### config.mk
export PLATFORM = sky130hd
export DESIGN_NAME = sram_mem_ctrl_flat
export DESIGN_NICKNAME = d
export VERILOG_FILES = /design/src/rtl/sram_mem_ctrl_if.sv /design/src/rtl/sram_mem_ctrl.sv /design/src/flat_wrapper.sv
export SDC_FILE = /design/constraint.sdc
export NUM_CORES = 1
export LEC_CHECK = 0
export CAP_MARGIN = 30
export CORE_MARGIN = 1
export CORE_UTILIZATION = 47
export DETAILED_ROUTE_END_ITERATION = 6
export PLACE_DENSITY = 0.78
export SLEW_MARGIN = 30
export SYNTH_ARGS = -nofsm -noshare
export SYNTH_HDL_FRONTEND = slang
export SYNTH_SLANG_ARGS = --single-unit
### constraint.sdc
create_clock -name clk -period 2.61 [get_ports clk]
set_input_delay 0.3915 -clock clk [delete_from_list [all_inputs] [get_ports clk]]
set_output_delay 0.3915 -clock clk [all_outputs]
set_load 0.01 [all_outputs]
### src/rtl/sram_mem_ctrl_if.sv
// sram_mem_ctrl_if: pipeline-side request/response signals plus the external
// asynchronous SRAM pins of the memory-stage controller.
// slave  = controller side, master = pipeline/SRAM side.
interface sram_mem_ctrl_if #(
    parameter int ADDR_W = 18
);
    // pipeline side
    logic              mem_rden;
    logic              mem_wren;
    logic [31:0]       addr;
    logic [31:0]       wdata;
    logic [3:0]        bmask;
    logic [31:0]       rdata;
    logic              rdata_valid;
    logic              sram_stall;
    // SRAM pins
    logic [ADDR_W-1:0] sram_addr;
    logic [15:0]       sram_dq_o;
    logic              sram_dq_oe;
    logic [15:0]       sram_dq_i;
    logic              sram_ce_n;
    logic              sram_oe_n;
    logic              sram_we_n;
    logic              sram_lb_n;
    logic              sram_ub_n;

    modport slave (
        input  mem_rden, mem_wren, addr, wdata, bmask, sram_dq_i,
        output rdata, rdata_valid, sram_stall,
        output sram_addr, sram_dq_o, sram_dq_oe,
        output sram_ce_n, sram_oe_n, sram_we_n, sram_lb_n, sram_ub_n
    );

    modport master (
        output mem_rden, mem_wren, addr, wdata, bmask, sram_dq_i,
        input  rdata, rdata_valid, sram_stall,
        input  sram_addr, sram_dq_o, sram_dq_oe,
        input  sram_ce_n, sram_oe_n, sram_we_n, sram_lb_n, sram_ub_n
    );
endinterface

### src/rtl/sram_mem_ctrl.sv
// sram_mem_ctrl: splits one 32-bit load/store into two 16-bit accesses on an
// external asynchronous SRAM, stalling the pipeline for the duration.
// Optional build macro SRAM_MEM_CTRL_HALF_SKIP_EN: stores skip any half whose
// two byte lanes are both disabled.
module sram_mem_ctrl #(
    parameter int ADDR_W      = 18,
    parameter int WAIT_CYCLES = 2
) (
    input  logic           clk,
    input  logic           rst,
    sram_mem_ctrl_if.slave bus
);
    localparam int CW = $clog2(WAIT_CYCLES);
    localparam logic [CW-1:0] LAST = CW'(WAIT_CYCLES - 1);

    typedef enum logic [1:0] {IDLE, LO, HI, DONE} state_t;

    state_t              state, nxt_state;
    logic [CW-1:0]       cnt, nxt_cnt;

    // captured request
    logic                op_wr;
    logic [ADDR_W-2:0]   a_q;
    logic [31:0]         wd_q;
    logic [3:0]          bm_q;

    // request as seen by the next cycle (fresh on accept, captured otherwise)
    logic                req, accept;
    logic                nxt_wr;
    logic [ADDR_W-2:0]   nxt_a;
    logic [31:0]         nxt_wd;
    logic [3:0]          nxt_bm;
    logic                skip_lo, skip_hi;

    // registered pins and their next values
    logic [ADDR_W-1:0]   addr_q, addr_d;
    logic [15:0]         dq_o_q, dq_o_d;
    logic                dq_oe_q, dq_oe_d;
    logic                ce_n_q, ce_n_d, oe_n_q, oe_n_d, we_n_q, we_n_d;
    logic                lb_n_q, lb_n_d, ub_n_q, ub_n_d;
    logic                half;
    logic [1:0]          lanes;

    // read path
    logic [15:0]         lo_buf;
    logic [31:0]         rdata_q;
    logic                valid_q;

    logic                unused_addr_bits;
    assign unused_addr_bits = ^{bus.addr[31:ADDR_W+1], bus.addr[1:0]};

    assign req    = bus.mem_rden | bus.mem_wren;
    assign accept = (state == IDLE) && req;

    // a simultaneous load+store request is treated as a store
    assign nxt_wr = accept ? bus.mem_wren            : op_wr;
    assign nxt_a  = accept ? bus.addr[ADDR_W:2]      : a_q;
    assign nxt_wd = accept ? bus.wdata               : wd_q;
    assign nxt_bm = accept ? bus.bmask               : bm_q;

`ifdef SRAM_MEM_CTRL_HALF_SKIP_EN
    assign skip_lo = nxt_wr && (nxt_bm[1:0] == 2'b00);
    assign skip_hi = nxt_wr && (nxt_bm[3:2] == 2'b00);
`else
    assign skip_lo = 1'b0;
    assign skip_hi = 1'b0;
`endif

    assign bus.sram_stall = !rst && (accept || state == LO || state == HI);

    // state and phase counter register
    always_ff @(posedge clk) begin
        if (rst) begin
            state <= IDLE;
            cnt   <= '0;
        end else begin
            state <= nxt_state;
            cnt   <= nxt_cnt;
        end
    end

    // next-state / phase-counter logic
    always_comb begin
        nxt_state = state;
        nxt_cnt   = cnt;
        unique case (state)
            IDLE: begin
                nxt_cnt = '0;
                if (req) begin
                    if (!skip_lo)      nxt_state = LO;
                    else if (!skip_hi) nxt_state = HI;
                    else               nxt_state = DONE;
                end
            end
            LO: begin
                if (cnt == LAST) begin
                    nxt_cnt   = '0;
                    nxt_state = skip_hi ? DONE : HI;
                end else begin
                    nxt_cnt = cnt + 1'b1;
                end
            end
            HI: begin
                if (cnt == LAST) begin
                    nxt_cnt   = '0;
                    nxt_state = DONE;
                end else begin
                    nxt_cnt = cnt + 1'b1;
                end
            end
            default: begin
                nxt_cnt   = '0;
                nxt_state = IDLE;
            end
        endcase
    end

    // pin values for the cycle being entered; registered so every pin
    // changes only on the edge that starts a phase cycle
    always_comb begin
        addr_d  = addr_q;
        dq_o_d  = dq_o_q;
        dq_oe_d = 1'b0;
        ce_n_d  = 1'b1;
        oe_n_d  = 1'b1;
        we_n_d  = 1'b1;
        lb_n_d  = 1'b1;
        ub_n_d  = 1'b1;
        half    = (nxt_state == HI);
        lanes   = half ? nxt_bm[3:2] : nxt_bm[1:0];
        if (nxt_state == LO || nxt_state == HI) begin
            ce_n_d = 1'b0;
            addr_d = {nxt_a, half};
            dq_o_d = half ? nxt_wd[31:16] : nxt_wd[15:0];
            if (nxt_wr) begin
                dq_oe_d = 1'b1;
                lb_n_d  = ~lanes[0];
                ub_n_d  = ~lanes[1];
                // first phase cycle is address/data setup; no pulse if no lane
                we_n_d  = (nxt_cnt == '0) || (lanes == 2'b00);
            end else begin
                oe_n_d = 1'b0;
                lb_n_d = 1'b0;
                ub_n_d = 1'b0;
            end
        end
    end

    // request capture on accept
    always_ff @(posedge clk) begin
        if (rst) begin
            op_wr <= 1'b0;
            a_q   <= '0;
            wd_q  <= '0;
            bm_q  <= '0;
        end else if (accept) begin
            op_wr <= bus.mem_wren;
            a_q   <= bus.addr[ADDR_W:2];
            wd_q  <= bus.wdata;
            bm_q  <= bus.bmask;
        end
    end

    // SRAM pin registers
    always_ff @(posedge clk) begin
        if (rst) begin
            addr_q  <= '0;
            dq_o_q  <= '0;
            dq_oe_q <= 1'b0;
            ce_n_q  <= 1'b1;
            oe_n_q  <= 1'b1;
            we_n_q  <= 1'b1;
            lb_n_q  <= 1'b1;
            ub_n_q  <= 1'b1;
        end else begin
            addr_q  <= addr_d;
            dq_o_q  <= dq_o_d;
            dq_oe_q <= dq_oe_d;
            ce_n_q  <= ce_n_d;
            oe_n_q  <= oe_n_d;
            we_n_q  <= we_n_d;
            lb_n_q  <= lb_n_d;
            ub_n_q  <= ub_n_d;
        end
    end

    // load data: low half buffered, full word published on entry to DONE
    always_ff @(posedge clk) begin
        if (rst) begin
            lo_buf  <= '0;
            rdata_q <= '0;
            valid_q <= 1'b0;
        end else begin
            valid_q <= 1'b0;
            if (!op_wr && cnt == LAST) begin
                if (state == LO) begin
                    lo_buf <= bus.sram_dq_i;
                end else if (state == HI) begin
                    rdata_q <= {bus.sram_dq_i, lo_buf};
                    valid_q <= 1'b1;
                end
            end
        end
    end

    assign bus.rdata       = rdata_q;
    assign bus.rdata_valid = valid_q;
    assign bus.sram_addr   = addr_q;
    assign bus.sram_dq_o   = dq_o_q;
    assign bus.sram_dq_oe  = dq_oe_q;
    assign bus.sram_ce_n   = ce_n_q;
    assign bus.sram_oe_n   = oe_n_q;
    assign bus.sram_we_n   = we_n_q;
    assign bus.sram_lb_n   = lb_n_q;
    assign bus.sram_ub_n   = ub_n_q;
endmodule
### src/flat_wrapper.sv
// flat-port wrapper written by rule: the top's interface ports become plain ports
module sram_mem_ctrl_flat 
#(
    parameter int ADDR_W      = 18,
    parameter int WAIT_CYCLES = 2
)
  (clk, rst, bus_mem_rden, bus_mem_wren, bus_addr, bus_wdata, bus_bmask, bus_sram_dq_i, bus_rdata, bus_rdata_valid, bus_sram_stall, bus_sram_addr, bus_sram_dq_o, bus_sram_dq_oe, bus_sram_ce_n, bus_sram_oe_n, bus_sram_we_n, bus_sram_lb_n, bus_sram_ub_n);
  sram_mem_ctrl_if #(.ADDR_W(ADDR_W)) bus_i ();
  input  logic clk;
  input  logic rst;
  input wire logic [$bits(bus_i.mem_rden)-1:0] bus_mem_rden;
  input wire logic [$bits(bus_i.mem_wren)-1:0] bus_mem_wren;
  input wire logic [$bits(bus_i.addr)-1:0] bus_addr;
  input wire logic [$bits(bus_i.wdata)-1:0] bus_wdata;
  input wire logic [$bits(bus_i.bmask)-1:0] bus_bmask;
  input wire logic [$bits(bus_i.sram_dq_i)-1:0] bus_sram_dq_i;
  output wire logic [$bits(bus_i.rdata)-1:0] bus_rdata;
  output wire logic [$bits(bus_i.rdata_valid)-1:0] bus_rdata_valid;
  output wire logic [$bits(bus_i.sram_stall)-1:0] bus_sram_stall;
  output wire logic [$bits(bus_i.sram_addr)-1:0] bus_sram_addr;
  output wire logic [$bits(bus_i.sram_dq_o)-1:0] bus_sram_dq_o;
  output wire logic [$bits(bus_i.sram_dq_oe)-1:0] bus_sram_dq_oe;
  output wire logic [$bits(bus_i.sram_ce_n)-1:0] bus_sram_ce_n;
  output wire logic [$bits(bus_i.sram_oe_n)-1:0] bus_sram_oe_n;
  output wire logic [$bits(bus_i.sram_we_n)-1:0] bus_sram_we_n;
  output wire logic [$bits(bus_i.sram_lb_n)-1:0] bus_sram_lb_n;
  output wire logic [$bits(bus_i.sram_ub_n)-1:0] bus_sram_ub_n;
  assign bus_i.mem_rden = bus_mem_rden;
  assign bus_i.mem_wren = bus_mem_wren;
  assign bus_i.addr = bus_addr;
  assign bus_i.wdata = bus_wdata;
  assign bus_i.bmask = bus_bmask;
  assign bus_i.sram_dq_i = bus_sram_dq_i;
  assign bus_rdata = bus_i.rdata;
  assign bus_rdata_valid = bus_i.rdata_valid;
  assign bus_sram_stall = bus_i.sram_stall;
  assign bus_sram_addr = bus_i.sram_addr;
  assign bus_sram_dq_o = bus_i.sram_dq_o;
  assign bus_sram_dq_oe = bus_i.sram_dq_oe;
  assign bus_sram_ce_n = bus_i.sram_ce_n;
  assign bus_sram_oe_n = bus_i.sram_oe_n;
  assign bus_sram_we_n = bus_i.sram_we_n;
  assign bus_sram_lb_n = bus_i.sram_lb_n;
  assign bus_sram_ub_n = bus_i.sram_ub_n;
  sram_mem_ctrl #(.ADDR_W(ADDR_W), .WAIT_CYCLES(WAIT_CYCLES)) u_core (.clk(clk), .rst(rst), .bus(bus_i));
endmodule
Word-level counts from Yosys, hierarchy flattened
Index checks and enable logic that the tools add are counted.

storage, ports and cells
  input port bits = 88
  bits in registers = 146
  logic and storage cells = 64

cells by class
  reductions and logical operators = 17
  bitwise logic cells = 8
  add/subtract/negate cells = 1
  equal/unequal tests = 4
  mux-type cells = 17

operators by type and width
  cell                                                             count
  32-bit two-way mux                                               1
  17-bit two-way mux                                               1
  16-bit two-way mux                                               1
  1-bit two-way mux                                                8
  2-bit two-way mux                                                4
  1-bit inverter                                                   7
  2-bit case mux with 3 select lines                               1
  3-bit OR reduction                                               2
  2-bit by 1-bit == test with 1-bit output, second input constant  2
  2-bit == test, second input constant                             2
  2-bit zero test                                                  2
  1-bit logical OR                                                 4
  4-bit two-way mux                                                1
  2-bit OR reduction                                               2
  1-bit logical AND                                                3
  3-bit AND reduction                                              1
  1-bit zero test                                                  2
  2-bit AND reduction                                              1
  1-bit adder, second input constant                               1
  1-bit bitwise OR                                                 1

Depth between registers and ports, before layout
  depth in word-level cells = 7
  mapped depth = 11
  depth with buffers taken out = 9

Least setup slack after synthesis
No wires, ideal clock.

  path type = register -> register
  start = reg u_core.state[0]
  end = reg u_core.dq_o_q[10], in the netlist u_core.bus.sram_dq_o[10]
  slack = 0.285 ns
  stages on the path, launching flop included = 11
  path buffers = 2
  clock period less this slack = 2.325 ns
  arrival = 2.200 ns
  cells stage by stage = dfxtp_1 inv_1 ha_1 nor3b_1 o21ai_0 a21oi_1 ha_1 buf_2 buf_1 mux4_2 o2bb2ai_1

between the ends
  longest elaborated chain between the ends = 4
  elaborated cells between the ends (all ways) = 13

RTL lines
  item                                                           RTL line                                    source
  from (decl)                                                    sram_mem_ctrl.sv:18                         state_t state, nxt_state;
  from (signal assigned)                                         sram_mem_ctrl.sv:77                         state <= nxt_state;
  2-bit == test, or another cell as far along                    sram_mem_ctrl.sv:86                         unique case (state)
  2-bit case mux with 3 select lines (*)                         sram_mem_ctrl.sv:86
  net u_core.nxt_state[1]                                        sram_mem_ctrl.sv:18
  2-bit == test (*)                                              sram_mem_ctrl.sv:129                        half = (nxt_state == HI);
  net u_core.half                                                sram_mem_ctrl.sv:41                         logic half;
  16-bit two-way mux / 1-bit logical OR (equally long branches)  sram_mem_ctrl.sv:134, sram_mem_ctrl.sv:131
  to (signal assigned)                                           sram_mem_ctrl.sv:177                        dq_o_q <= dq_o_d;
  to (decl)                                                      sram_mem_ctrl.sv:37                         logic [15:0] dq_o_q, dq_o_d;

Mark *: on every way through the listed nets, which the timed path passes. The rest lies on a longest branch.
A chain may end at the register's enable or synchronous reset.

Worst setup path in the final report
  start = reg u_core.state[1]
  end = out bus_sram_stall

between the ends
  longest elaborated chain between the ends = 5
  elaborated cells between the ends (all ways) = 7

RTL lines
  item                   RTL line             source
  2-bit zero test        sram_mem_ctrl.sv:53  assign accept = (state == IDLE) && req;
  1-bit logical AND      sram_mem_ctrl.sv:53
  1-bit logical OR       sram_mem_ctrl.sv:69  assign bus.sram_stall = !rst && (accept || state == LO || state == HI);
  1-bit logical OR (*)   sram_mem_ctrl.sv:69
  1-bit logical AND (*)  sram_mem_ctrl.sv:69
  to (decl)              flat_wrapper.sv:19   output wire logic [$bits(bus_i.sram_stall)-1:0] bus_sram_stall;

Every way passes the cells marked *; elsewhere a longest branch is shown, timed or not.

==> summary.md <==
| Metric | Value |
|---|---|
| Status | `complete, no violations` |
| Setup violation total in the final timing report | `0` |
| Hold_ws | `0.359 ns` |
| Fmax | `0.415 GHz` |
| Max cap viols | `0` |
| Core area | `11500 um^2` |
| Slew Limit Headroom | `57.0%` |
| Largest net degree at the start of global routing | `66` |
| # diodes | `0` |
| Drt pass-1 iters | `4` |
| Routability cong. | `0.795` |
| Area leader, netlist | `dfxtp_1` |
| Share of cells above drive strength 1 | `8.80%` |
| Measured slew at the worst slew-check pin | `0.644 ns` |
| Final hold violation count | `0` |
| Startpoint Class | `flop` |
| Initial Util | `48.3%` |
| Clock Latency Late Sink | `0.41 ns` |
| DP Wirelength | `8.75 mm` |
| Die height | `111 um` |
| Routed Antenna Nets | `0` |
| Post-synthesis cell type count | `32` |
| CTS clk-pin slew, worst paths | `0.06 ns` |
| CTS Buf Count | `17` |
| Iteration-0 DRC count of the detailed router | `274` |
| Tcrit/Tclk final | `92.4%` |
| P&R area growth vs syn | `39.8%` |
| Final slew viol count | `0` |
| Post-CTS Setup Inserts | `0` |
| Post-synth EDFFs | `0` |
| Post-CTS sizing | `0` |
| GRT Resource Usage Total | `21.3%` |
| Final net count | `832` |
| RSZ-0062 raised after global routing | `no` |
| Yosys top cell area share | `52.8%` |
| Sequential element share of the synthesized area | `52.8%` |
| Via Count | `4708` |
| Fill count | `881` |
| Vias in the first global route | `4480` |
| Critical Path AT | `2.02 ns` |
| Drt total wl | `12.9 mm` |
| Top FF cell, synth | `dfxtp_1` |
| PwrDens | `812 nW/um^2` |
| Multi-input gate area | `2380 um^2` |
| Cells after Synth | `606` |
| Clock skew after layout | `0.00656 ns` |
| CTS tree | `done` |
| Port Buffers | `146` |
| Leak Pwr | `2.85 nW` |
| Setup tns final | `0 ns` |
| Worst path required time | `2.22 ns` |
| # DRC | `0` |
| Main area contributors after synthesis | `dfxtp_1 53%, nand2_1 13%, a21oi_1 7.8%` |
| Reg area | `2920 um^2` |
| First-pass GRT wire length | `21.0 mm` |
| Asr flop ratio synth | `0%` |
| Tightest Hold Check Type | `in2reg` |
| Initial antenna violation count | `0` |
| Max clock buf depth | `2` |
| CTS Sinks | `146` |
| Die Wd | `111 um` |
| #FFs+latches synth | `146` |
| Die area | `12200 um^2` |
| VDD IR max | `0.433 mV` |
| Row cnt | `39` |
| Critical path peak fanout | `8` |
| Via density | `5.27` |
| Total congestion overflow | `0` |
| Syn_nets | `699` |
| Syn Area/Cell | `9.13 um^2` |
| Routed len/inst | `14.5 um` |
| CTS Hold Bufs | `0` |
| Clock Root Buffer | `clkbuf_16` |
| Htree depth | `4` |
| Mapped cell area | `5530 um^2` |
| Top Ports | `162` |
| Synth Warn # | `0` |
| Tmin final | `2.41 ns` |
| CP Class | `reg2out` |
| Crit path capture type | `output pin` |
==> path summary, 6_finish.rpt <==
path	from	end	slack, ns	cells after the start
min	rst	u_core.a_q[12]$_SDFF_PP0_	0.36	2
min reg2reg	u_core.wd_q[23]$_SDFF_PP0_	u_core.wd_q[23]$_SDFF_PP0_	0.45	2
max	u_core.state[1]$_SDFF_PP0_	bus_sram_stall	0.20	5
max reg2reg	u_core.state[0]$_SDFF_PP0_	u_core.bus.sram_addr[0]$_SDFFE_PP0N_	0.36	9
==> per-stage QoR <==
step	total power [mW]	utilization (%)	instance area [um^2]	instances	setup slack [ns]
2_1_floorplan	3.27	-	5530	606	0.285
3_3_place_gp	3.77	62.1	7120	863	0.201
3_5_place_dp	3.81	62.1	7120	863	0.191
4_1_cts	6.33	67.5	7740	893	0.166
5_1_grt	6.54	67.5	7740	893	0.0859
6_report	6.28	67.5	7740	893	0.198
==> sequential cells by signal, summed over array words and instances (netlist names) <==
name,count
u_core.bus.sram_we_n,1
u_core.bus.sram_oe_n,1
u_core.bus.rdata,32
u_core.bus.sram_dq_o,16
u_core.bus.sram_dq_oe,1
u_core.bus.sram_ub_n,1
u_core.lo_buf,16
u_core.cnt,1
u_core.a_q,17
u_core.state,2
u_core.bus.rdata_valid,1
u_core.bus.sram_addr,18
u_core.bus.sram_lb_n,1
u_core.bus.sram_ce_n,1
u_core.bm_q,4
u_core.op_wr,1
u_core.wd_q,32
==> cells in the mapped netlist (3+ instances only) <==
cell / count
inv_1: 4
o21ai_0: 3
nand2_1: 186
mux2i_1: 18
dfxtp_1: 146
buf_2: 6
o2bb2ai_1: 16
clkbuf_1: 35
nor2_1: 40
nor2b_1: 3
ha_1: 5
a21oi_1: 86
a211oi_1: 19
mux4_2: 18
==> worst max-delay path, stage by stage, from the launching register on <==
cell and delay (ns):
dfxtp_1 0.33, inv_1 0.09, ha_1 0.34, nor2_1 0.09
a21oi_1 0.16, clkdlybuf4s50_1 0.60
==> placed cells by master, fill, tap and decap left out, types with 2 or more instances in the layout <==
cell / count
nand2_1: 186
dfxtp_1: 146
clkdlybuf4s50_1: 145
a21oi_1: 86
nor2_1: 40
a211oi_1: 19
mux2i_1: 18
mux4_2: 18
clkbuf_16: 17
o2bb2ai_1: 16
buf_4: 12
ha_1: 5
inv_1: 4
clkinv_2: 4
bufinv_16: 4
buf_12: 4
nor2b_1: 3
o21ai_0: 3
a21o_1: 2
clkbuf_8: 2
==> kinds of logic (layout without fill, tap and decap cells) <==
kind of cell | count (synthesis) | count (layout) | synth area share [%]
AOI/OAI and AO/OA | 133 | 133 | 14.4
adders and majority gates | 5 | 5 | 1.13
buffers and inverters | 52 | 196 | 4.63
DFF | 146 | 146 | 52.8
muxes | 36 | 36 | 10.6
and+or+nand+nor | 234 | 234 | 16.5
==> layer usage <==
layer | up-vias | GRT usage, % | share of wire [%]
met1 | 2246 | 25.9 | 44
met3 | 16 | 5.54 | 5.1
met5 | - | 0 | 0
li1 | 2318 | - | -
met2 | 128 | 36.2 | 49
met4 | 0 | 8.00 | 1.5
==> layout make-up <==
type	count	area share, %
clock buffers	20	5.90
clock inverters	10	2.04
inverters	5	0.243
multi-input cells	408	30.8
flip-flops and latches	146	37.8
well taps	143	2.31
repair buffers	161	21.0
==> report_power, final <==
group,switching [mW],internal [mW],total [mW]
sequential,0.111,2.44,2.56
clock,0.887,1.64,2.52
combinational,0.569,0.634,1.20
total,1.57,4.72,6.28
No activity file was read; power rests on OpenSTA's default activity.
